<file path="src/rtl/uart_pkg.sv">
// Shared UART definitions: frame FSM states and line-format constants used by
// both the receive and transmit sides.
package uart_pkg;

    localparam int DEFAULT_CLKS_PER_BIT = 16;
    localparam int DEFAULT_SYNC_STAGES  = 2;
    localparam int DATA_BITS            = 8;

    typedef enum logic [1:0] {
        IDLE  = 2'd0,
        START = 2'd1,
        DATA  = 2'd2,
        STOP  = 2'd3
    } uart_state_t;

endpackage

</file>
<file path="src/rtl/uart_sync.sv">
// Flop-chain synchronizer for an asynchronous level; reset value 1 (idle line).
// Latency STAGES clocks; no handshake, samples every cycle.
module uart_sync #(
    parameter int STAGES = 2
) (
    input  logic clk,
    input  logic reset,
    input  logic i_d,
    output logic o_q
);

    logic [STAGES-1:0] r_q;

    always_ff @(posedge clk) begin
        if (!reset) begin
            r_q <= '1;
        end else begin
            r_q <= {r_q[STAGES-2:0], i_d};
        end
    end

    assign o_q = r_q[STAGES-1];

endmodule

</file>
<file path="src/rtl/uart_rx.sv">
// 8N1 UART receiver: rx_valid rises SYNC_STAGES + CLKS_PER_BIT/2 + 9*CLKS_PER_BIT clocks after start.
// No backpressure on the line: an unread byte is overwritten and overrun is flagged.
module uart_rx
    import uart_pkg::*;
#(
    parameter int CLKS_PER_BIT = DEFAULT_CLKS_PER_BIT,
    parameter int SYNC_STAGES  = DEFAULT_SYNC_STAGES
) (
    input  logic                 clk,
    input  logic                 reset,
    input  logic                 rx,
    input  logic                 rx_read,
    output logic [DATA_BITS-1:0] rx_data,
    output logic                 rx_valid,
    output logic                 rx_busy,
    output logic                 frame_err,
    output logic                 overrun
);

    localparam int CNT_W = $clog2(CLKS_PER_BIT);
    localparam logic [CNT_W-1:0] HALF_RELOAD = CNT_W'(CLKS_PER_BIT / 2 - 1);
    localparam logic [CNT_W-1:0] FULL_RELOAD = CNT_W'(CLKS_PER_BIT - 1);
    localparam logic [2:0]       LAST_IDX    = 3'(DATA_BITS - 1);

    uart_state_t          r_state;
    uart_state_t          w_state_nxt;
    logic [CNT_W-1:0]     r_cnt;
    logic [CNT_W-1:0]     w_cnt_nxt;
    logic [2:0]           r_idx;
    logic [2:0]           w_idx_nxt;
    logic [DATA_BITS-1:0] r_shift;
    logic [DATA_BITS-1:0] w_shift_nxt;
    logic [DATA_BITS-1:0] r_rx_data;
    logic                 r_rx_valid;
    logic                 r_frame_err;
    logic                 r_overrun;
    logic                 w_rxs;
    logic                 w_cnt_zero;
    logic                 w_load;
    logic                 w_frame_err;

    uart_sync #(
        .STAGES (SYNC_STAGES)
    ) u_sync (
        .clk   (clk),
        .reset (reset),
        .i_d   (rx),
        .o_q   (w_rxs)
    );

    assign w_cnt_zero = (r_cnt == '0);

    always_ff @(posedge clk) begin
        if (!reset) begin
            r_state <= IDLE;
            r_cnt   <= '0;
            r_idx   <= '0;
            r_shift <= '0;
        end else begin
            r_state <= w_state_nxt;
            r_cnt   <= w_cnt_nxt;
            r_idx   <= w_idx_nxt;
            r_shift <= w_shift_nxt;
        end
    end

    always_comb begin
        w_state_nxt = r_state;
        w_cnt_nxt   = r_cnt;
        w_idx_nxt   = r_idx;
        w_shift_nxt = r_shift;
        w_load      = 1'b0;
        w_frame_err = 1'b0;
        case (r_state)
            IDLE: begin
                if (!w_rxs) begin
                    w_state_nxt = START;
                    w_cnt_nxt   = HALF_RELOAD;
                end
            end
            START: begin
                if (!w_cnt_zero) begin
                    w_cnt_nxt = r_cnt - 1'b1;
                end else if (!w_rxs) begin
                    w_state_nxt = DATA;
                    w_cnt_nxt   = FULL_RELOAD;
                    w_idx_nxt   = '0;
                end else begin
                    // Line went high again before mid start bit: treat as noise.
                    w_state_nxt = IDLE;
                end
            end
            DATA: begin
                if (!w_cnt_zero) begin
                    w_cnt_nxt = r_cnt - 1'b1;
                end else begin
                    w_shift_nxt[r_idx] = w_rxs;
                    w_idx_nxt          = r_idx + 3'd1;
                    w_cnt_nxt          = FULL_RELOAD;
                    if (r_idx == LAST_IDX) begin
                        w_state_nxt = STOP;
                    end
                end
            end
            STOP: begin
                if (!w_cnt_zero) begin
                    w_cnt_nxt = r_cnt - 1'b1;
                end else begin
                    // Re-arm at mid stop bit so a back-to-back start edge is not missed.
                    w_state_nxt = IDLE;
                    w_load      = w_rxs;
                    w_frame_err = !w_rxs;
                end
            end
            default: begin
                w_state_nxt = IDLE;
            end
        endcase
    end

    always_ff @(posedge clk) begin
        if (!reset) begin
            r_rx_data   <= '0;
            r_rx_valid  <= 1'b0;
            r_frame_err <= 1'b0;
            r_overrun   <= 1'b0;
        end else begin
            r_frame_err <= w_frame_err;
            if (w_load) begin
                r_rx_data  <= r_shift;
                r_rx_valid <= 1'b1;
            end else if (rx_read) begin
                r_rx_valid <= 1'b0;
            end
            // A read landing with the new byte consumes the old one, so it is not an overrun.
            if (w_load && r_rx_valid && !rx_read) begin
                r_overrun <= 1'b1;
            end else if (rx_read) begin
                r_overrun <= 1'b0;
            end
        end
    end

    assign rx_data   = r_rx_data;
    assign rx_valid  = r_rx_valid;
    assign rx_busy   = (r_state != IDLE);
    assign frame_err = r_frame_err;
    assign overrun   = r_overrun;

endmodule

</file>
<file path="config.mk">
export PLATFORM = sky130hd
export DESIGN_NAME = uart_rx
export DESIGN_NICKNAME = d
export VERILOG_FILES = /design/src/rtl/uart_pkg.sv /design/src/rtl/uart_sync.sv /design/src/rtl/uart_rx.sv
export SDC_FILE = /design/constraint.sdc
export NUM_CORES = 1
export LEC_CHECK = 0
export ABC_AREA = 1
export CAP_MARGIN = 20
export CORE_MARGIN = 1.5
export CORE_UTILIZATION = 30
export CTS_BUF_LIST = sky130_fd_sc_hd__clkbuf_8 sky130_fd_sc_hd__clkbuf_16
export CTS_CLUSTER_DIAMETER = 40
export DETAILED_ROUTE_END_ITERATION = 7
export SYNTH_ARGS = -nofsm -noshare
export SYNTH_HDL_FRONTEND = slang
export SYNTH_SLANG_ARGS = --single-unit
</file>
<file path="constraint.sdc">
create_clock -name clk -period 2 [get_ports clk]
set_clock_uncertainty 0.1 [all_clocks]
set_input_delay 0.3 -clock clk [delete_from_list [all_inputs] [get_ports clk]]
set_output_delay 0.3 -clock clk [all_outputs]
set_load 0.05 [all_outputs]
</file>
; Yosys cells after proc, flatten, opt, wreduce, memory -nomap -nowiden
; Index checks and enable logic that the tools add are counted.
[totals]
input_bits = 4
ramBits = 0
romBits = 0
mem_count = 0
output_inout_bits = 12
latchBits = 0
wordCells = 66
reg_bits = 30
[op_classes]
n_eq_ne = 12
shift = 0
n_lt_le_gt_ge = 2
reduce_logical = 16
bitwise_logic = 0
add_sub_neg = 2
n_div = 0
mul = 0
mux = 25
[op_table]
columns = op, n
row1 = 4-bit two-way mux, 5
row2 = 4-bit one-hot mux with 4 select lines, 1
row3 = "2-bit inequality test, second input constant", 7
row4 = 2-bit two-way mux, 6
row5 = 3-bit two-way mux, 3
row6 = 8-bit bitwise mux, 1
row7 = 2-bit one-hot mux with 4 select lines, 1
row8 = 2-bit nonzero test, 4
row9 = 1-bit two-way mux, 6
row10 = 3-bit one-hot mux with 2 select lines, 1
row11 = 3-bit AND reduction, 2
row12 = 5-bit AND reduction, 1
row13 = "2-bit == test, second input constant", 2
row14 = 4-bit logical NOT, 1
row15 = "3-bit by 4-bit less-than comparator with 1-bit output, second input constant", 1
row16 = 4-bit AND reduction, 1
row17 = "4-bit by 1-bit subtractor with 4-bit output, second input constant", 1
row18 = "3-bit by 1-bit adder with 3-bit output, second input constant", 1
row19 = 1-bit demux with 3-bit select, 1
row20 = "3-bit == test, second input constant", 1
row21 = "3-bit by 1-bit >= comparator with 1-bit output, second input constant", 1
row22 = 1-bit logical AND, 3
row23 = "3-bit inequality test, second input constant", 1
row24 = "2-bit by 1-bit == test with 1-bit output, second input constant", 1
row25 = other kinds (3), 4

; Depth between registers and ports, before layout
; Gate-level depths: netlist of run 1.
[logic_depth]
ltp_word = 6
mapped_depth = 9
ltp_nobuf = 9

; Cells and area by module
; From an unflattened synthesis of run 1, not the netlist that was laid out.
[unflattened]
hier_cells = 196
hier_area_um2 = 1421.4
[modules_own_cells]
columns = module, area_each_um2, cells_per_inst, seq_area_each_um2, instances
row1 = uart_rx, 1366.3, 190, 560.5, 1
row2 = uart_sync, 55.1, 6, 40.0, 1

; Least setup slack after synthesis of run 1
; No wires, ideal clock.
[synth_timing]
kind = reg-to-reg
start = register r_state[0]
end = register (tool-made name)
setup_ps = 128
arrival_time_ps = 1251
setup_slack_ps = 521
n_path_buf = 0
period_less_slack_ps = 1479
stages_incl_launch_ff = 9
t_required_ps = 1772
cell_sequence = dfxtp_1 > inv_1 > ha_1 > inv_2 > nand2_1 > o21ai_2 > nand4_1 > nand2_1 > nor2_1
[synth_lines]
columns = item, line
row1 = start: declaration, uart_rx.sv:25  ; uart_state_t r_state;
row2 = start signal: assignment, uart_rx.sv:60  ; r_state <= w_state_nxt;

; Final worst setup path of run 1
[layout_timing]
start = register r_rx_valid, in the netlist rx_valid
end = output rx_valid
[layout_lines]
columns = item, line
row1 = start: declaration, uart_rx.sv:34  ; logic r_rx_valid;
row2 = start signal: assignment, uart_rx.sv:124  ; r_rx_valid <= 1'b0;
row3 = start signal: assignment, uart_rx.sv:131  ; r_rx_valid <= 1'b1;
row4 = start signal: assignment, uart_rx.sv:133  ; r_rx_valid <= 1'b0;
row5 = end: declaration, uart_rx.sv:14  ; output logic rx_valid,
; No word-level cell between the ends.

==> reports/metrics.yaml, run 1 <==
relSlewSlack_pct: 67.3
htree_levels: 2
start_util_pct: 30.9
critical-path-top-delay-family: "buffers and inverters"
drive_gt1_share_pct: 13.1
power.total_mw: 1.96
fin_ws_ns: 0.168
globalplace.congestion: 0.852
synth_seq_area_share_pct: 41.5
cp-endpoint: "rx_valid"
synth_cell_types: 26
antenna_left: 0
portBuffers: 15
ir_drop_uv: 465
synth_area_leaders: "dfxtp_1 (41%), nand2_1 (14%), nor2_1 (7.0%)"
setup_tns_ns: 0
cts_sinks: 30
synth_edf_count: 0
min_path_type: "reg2reg"
synth_top_cell_area_share_pct: 41.5
critical_path_class: "reg2out"
yosysWarnings: 0
wl_met1_um: 1380
hold_viol: 0
p_leak_nw: 0.692
drt-initial-drc-count: 70
start_kind: "register"
wl_met2_um: 1300
clk_pin_slew_ns: 0.06
cts_repair_resize_count: 0
final_max_slew_viol_count: 0
drtPass1Iterations: 4
grt_pass1_vias: 1146
diodes: 0
die_x_um: 72.5
cts_setup_buffers: 0
met3WireLength_um: 122
ctsLongestPathBuffers: 2
worst_pin_slew_ns: 0.488
powerDensity_nw_per_um2: 1110
worstPathRequired_ns: 1.60
nets: 232
status: "completed"
top_layer: "met4"
period_needed_ns: 1.83
slowest_delay_ns: 0.80
synth_nets: 211
crit_start: "rx_valid"
wire_per_inst_um: 10.4
setup_viol: 0
syn_area_um2: 1450
dpl.hpwl_um: 2140
post-place-ws_ns: 0.375
rsz0062_at_grt: "false"
num_io_pins: 16
holdBufCountCts: 0
synth_flop_cell: "dfxtp_1"
grt_max_degree: 12
synth_seq_cells: 30
grt_pass1_wl_um: 5100
gr-total-overflow: 0
vias_per_cell: 4.58
floorplan.die_area_um2: 5260
core_area_um2: 4690
cp.depth: 1
synthArstFlopShare_pct: 0
path_buf_inv: 1
min_period_over_period_pct: 91.6
path_max_fanout: 3
syn_inst: 199
end_kind: "output pin"
cp.arrival_ns: 1.43
max_freq_ghz: 0.546
antenna_found_initial: 0
cp_slowest_cell: "clkdlybuf4s50_1"
cts_root_buffer: "clkbuf_8"
syn_to_final_growth_pct: 22.1
regToRegSetupSlack_ns: 0.35
syn_area_per_cell_um2: 7.28
routed_wl_um: 2860
drv_cap: 0
reg2reg_from: "r_state[0]"
rr_worst_depth: 9
route.detailed.drc: 0
track_usage_pct: 12.7
num_rows: 25
synth_top_cell_by_area: "dfxtp_1"
synth_commonest_cells: "nand2_1 (55), dfxtp_1 (30), nor2_1 (27)"
die_h_um: 72.5
vias: 1259
min-delay-start: "u_sync.r_q[0]"
yosysMostFrequentCell: "nand2_1"
clkLatencyLatePin_ns: 0.28
path_cells: "clkdlybuf4s50_1"
cts_tree: "yes"
cts_buffers: 5
==> layout by cell type, fill, tap and decap left out, drive strengths merged, types with 2 or more instances in the layout <==
| cell type | instances |
|---|---|
| nor3 | 2 |
| nand4 | 3 |
| o21ai | 4 |
| dfxtp | 30 |
| clkbuf | 6 |
| or2 | 3 |
| buf | 4 |
| ha | 8 |
| clkinv | 2 |
| a21oi | 21 |
| nor2 | 31 |
| nand2 | 58 |
| nand3 | 14 |
| clkdlybuf4s50 | 14 |
| inv | 17 |
==> stage by stage <==
stage | util [%] | area, µm² | hold WS, ns | cells
4_1_cts | 37.7 | 1770 | 0.318 | 275
6_report | 37.7 | 1770 | 0.314 | 275
5_1_grt | 37.7 | 1770 | 0.349 | 275
3_5_place_dp | 35.7 | 1670 | 0.302 | 267
3_3_place_gp | 35.7 | 1670 | 0.297 | 267
2_1_floorplan | - | 1450 | 0.293 | 199
==> layer usage <==
layer  global-route usage, %  vias up
met5                       0        -
met2                    20.4       21
met3                    3.33        7
met4                    6.29        0
li1                        -      679
met1                    15.8      552
==> kinds of logic (layout without fill, tap and decap cells) <==
group / Yosys count / in the layout / share of synthesized area, %
AOI/OAI and AO/OA: 26 / 26 / 9.59
xor gates and xnor gates: 1 / 1 / 0.605
adders and majority gates: 8 / 8 / 6.91
buffers and inverters: 22 / 44 / 6.74
DFF: 30 / 30 / 41.5
and+or+nand+nor: 112 / 112 / 34.7
==> power breakdown <==
group          leakage, nW  switching, mW  internal [mW]
logic                0.402          0.469          0.280
registers            0.243         0.0525          0.648
clock network       0.0472          0.237          0.276
==> worst min path at each step <==
stage	to	slack, ns	cells past startpoint
floorplan	u_sync.r_q[1]	0.29	1
global placement	u_sync.r_q[1]	0.30	1
detailed placement	u_sync.r_q[1]	0.30	1
CTS	u_sync.r_q[1]	0.32	1
global route	u_sync.r_q[1]	0.35	1
finish	u_sync.r_q[1]	0.31	1
==> area by class of cell <==
cell class	count	area (µm²)
Timing Repair Buffer	18	183
Clock buffer	6	82.6
Inverter	18	72.6
Sequential cell	30	601
Clock inverter	2	12.5
Tap cell	54	67.6
Fill cell	490	2920
Multi-Input combinational cell	147	751
==> registers in the layout, summed over array words and instances, names as in the netlist, named ones only <==
| name | cells |
|---|---|
| r_state | 1 |
| rx_data | 8 |
| r_idx | 3 |
| rx_valid | 1 |
| u_sync.r_q | 2 |
| frame_err | 1 |
| overrun | 1 |
| r_cnt | 4 |
| r_shift | 8 |
No activity file was read; power rests on OpenSTA's default activity.
==> run 2, diff against run 1 <==
--- a/config.mk
+++ b/config.mk
@@ -10,7 +10,7 @@
 export CORE_MARGIN = 1.5
 export CORE_UTILIZATION = 30
 export CTS_BUF_LIST = sky130_fd_sc_hd__clkbuf_8 sky130_fd_sc_hd__clkbuf_16
-export CTS_CLUSTER_DIAMETER = 40
+export CTS_CLUSTER_DIAMETER = 120
 export DETAILED_ROUTE_END_ITERATION = 7
 export SYNTH_ARGS = -nofsm -noshare
 export SYNTH_HDL_FRONTEND = slang
==> results of run 2 <==
The final DEF is identical to that of run 1; final timing and power are the same.
==> run 3, diff against run 2 <==
--- a/config.mk
+++ b/config.mk
@@ -7,11 +7,10 @@
 export LEC_CHECK = 0
 export ABC_AREA = 1
 export CAP_MARGIN = 20
-export CORE_MARGIN = 1.5
 export CORE_UTILIZATION = 30
-export CTS_BUF_LIST = sky130_fd_sc_hd__clkbuf_8 sky130_fd_sc_hd__clkbuf_16
 export CTS_CLUSTER_DIAMETER = 120
 export DETAILED_ROUTE_END_ITERATION = 7
+export HOLD_SLACK_MARGIN = 0.08
 export SYNTH_ARGS = -nofsm -noshare
 export SYNTH_HDL_FRONTEND = slang
 export SYNTH_SLANG_ARGS = --single-unit
==> run 3 against run 2 <==
Compared with the run above: clock power up 50%; non-clock buffer count is 1 lower; via count decreased by 1.3%; fmax shrank 0.33%; combinational power up 1%; critical endpoint unchanged; core utilization is 2.7 points higher; worst setup slack lost 0.0060 ns; final cell count decreased by 1.1%; largest cell class unchanged.
==> reports/metrics.yaml, run 3 (synthesis gave the netlist of run 1 again) <==
status: "completed"  # unchanged
num_rows: 24  # was 25
seqCellArea_um2: 601  # unchanged
powerDensity_nw_per_um2: 1230  # was 1110 nW/µm²
route.detailed.drc: 0  # unchanged
cp.depth: 1  # unchanged
r2r-end: "r_state[0]"
clkPwrFrac_pct: 34.7  # was 26.2%
relSlewSlack_pct: 66.7  # was 67.3%
place_area_um2: 1680  # was 1670 µm²
nets: 231  # was 232
p_comb_share_pct: 34.0  # was 38.2%
vias: 1243  # was 1259
p_leak_nw: 0.716  # was 0.692 nW
cts_tree: "yes"  # unchanged
clk_pin_slew_ns: 0.07  # was 0.06 ns
regToRegSetupSlack_ns: 0.36  # was 0.35 ns
final_cell_mix: "nand2_1 (55), dfxtp_1 (30), nor2_1 (27)"  # unchanged
reg2reg_from: "r_state[0]"  # unchanged
grt_pass1_wl_um: 4820  # was 5100 µm
globalplace.congestion: 0.812  # was 0.852
drt-initial-drc-count: 56  # was 70
cts_repair_resize_count: 0  # unchanged
hold_viol: 0  # unchanged
vias_per_cell: 4.57  # was 4.58
path_cells: "clkdlybuf4s50_1"  # unchanged
drv_cap: 0  # unchanged
die_h_um: 71.5  # was 72.5 µm
ir_drop_uv: 441  # was 465 µV
cts_sinks: 30  # unchanged
clkLatencyLatePin_ns: 0.28  # about the same
seqPwrFrac_pct: 31.3  # was 35.7%
path_max_fanout: 3  # unchanged
drive_gt1_share_pct: 12.7  # was 13.1%
slowest_delay_ns: 0.81  # was 0.80 ns
dpl.hpwl_um: 2090  # was 2140 µm
antenna_found_initial: 0  # unchanged
drtPass1Iterations: 4  # unchanged
internal_power_mw: 1.46  # was 1.20 mW
num_io_pins: 16  # unchanged
multi_input_area_um2: 751  # unchanged
critical_path_class: "reg2out"  # unchanged
diodes: 0  # unchanged
p_sw_share_pct: 34.5  # was 38.7%
holdBufCountCts: 0  # unchanged
path_buf_inv: 1  # unchanged
fillers: 486  # was 490
cts_buffers: 5  # unchanged
cp.arrival_ns: 1.44  # was 1.43 ns
core_area_um2: 4500  # was 4690 µm²
grt_max_degree: 17  # was 12
cp-endpoint: "rx_valid"  # unchanged
critical-path-top-delay-family: "buffers and inverters"  # unchanged
ctsLongestPathBuffers: 2  # unchanged
final_max_slew_viol_count: 0  # unchanged
syn_to_final_growth_pct: 25.6  # was 22.1%
final_common_cell: "nand2_1"  # unchanged
rr_worst_depth: 8  # was 9
antenna_left: 0  # unchanged
worst_pin_slew_ns: 0.498  # was 0.488 ns
crit_start: "rx_valid"  # unchanged
max_freq_ghz: 0.544  # was 0.546 GHz
setup_tns_ns: 0  # unchanged
gr-total-overflow: 0  # unchanged
htree_levels: 2  # unchanged
min_period_over_period_pct: 91.9  # was 91.6%
routed_wl_um: 2890  # was 2860 µm
portBuffers: 15  # unchanged
floorplan.die_area_um2: 5110  # was 5260 µm²
setup_viol: 0  # unchanged
cp_slowest_cell: "clkdlybuf4s50_1"  # unchanged
period_needed_ns: 1.84  # was 1.83 ns
worstPathRequired_ns: 1.60  # about the same
track_usage_pct: 12.4  # was 12.7%
fin_area_um2: 1820  # was 1770 µm²
cts_root_buffer: "clkbuf_8"  # unchanged
die_x_um: 71.5  # was 72.5 µm
grt_pass1_vias: 1060  # was 1146
min_path_type: "reg2reg"  # unchanged
rsz0062_at_grt: "false"  # unchanged
start_util_pct: 32.2  # was 30.9%
end_kind: "output pin"  # unchanged
cts_setup_buffers: 0  # unchanged
wire_per_inst_um: 10.6  # was 10.4 µm
p_sw_uw: 770  # was 759 µW
start_kind: "register"  # unchanged
-- run 3: changes by cell type in the layout (fill, tap and decap cells not counted), sizes merged --
cell / change
clkinv: -1
bufinv: +2
buf: -1
clkinvlp: -1
-- run 3: power by group through the flow --
| stage | clock [mW] | sequential [mW] | combinational [mW] |
|---|---|---|---|
| 5_1_grt | 0.817 | 0.708 | 0.845 |
| 2_1_floorplan | 0 | 0.702 | 0.593 |
| 6_report | 0.773 | 0.699 | 0.758 |
| 3_3_place_gp | 0 | 0.711 | 0.759 |
| 4_1_cts | 0.782 | 0.699 | 0.760 |
| 3_5_place_dp | 0 | 0.712 | 0.757 |
-- run 3: routing by layer --
metal	up-vias	routed length, µm	GRT usage, %	share of wire, %
met5	-	0	0	0
met4	0	117	8.71	4.0
met3	7	100	3.80	3.5
met2	24	1220	18.2	42
met1	535	1450	15.6	50
li1	677	-	-	-
-- run 3: layout make-up --
type	instances	area share, %
multi-input combinational	147	41.3
sequential	30	33.0
timing repair buffer	17	10.3
clock buffer	6	4.54
inverter	18	3.99
tap	52	3.58
clock inverter	2	3.30
-- run 3: stage by stage --
step                instances  util, %  setup slack [ns]  hold WS [ns]  total power, mW
global route              272     40.4            0.0870         0.325             2.37
CTS                       272     40.4             0.151         0.317             2.24
floorplan                 199        -             0.521         0.293             1.30
finish                    272     40.4             0.162         0.318             2.23
global placement          264     37.2             0.390         0.295             1.47
detailed placement        264     37.2             0.379         0.300             1.47
-- run 3: how the worst min path moves through the flow --
stage	start	to	slack [ns]	cells after the start
after global routing	u_sync.r_q[0]	u_sync.r_q[1]	0.32	1
after global placement	u_sync.r_q[0]	u_sync.r_q[1]	0.30	1
after detailed placement	u_sync.r_q[0]	u_sync.r_q[1]	0.30	1
after floorplan	u_sync.r_q[0]	u_sync.r_q[1]	0.29	1
after CTS	u_sync.r_q[0]	u_sync.r_q[1]	0.32	1
final	u_sync.r_q[0]	u_sync.r_q[1]	0.32	1
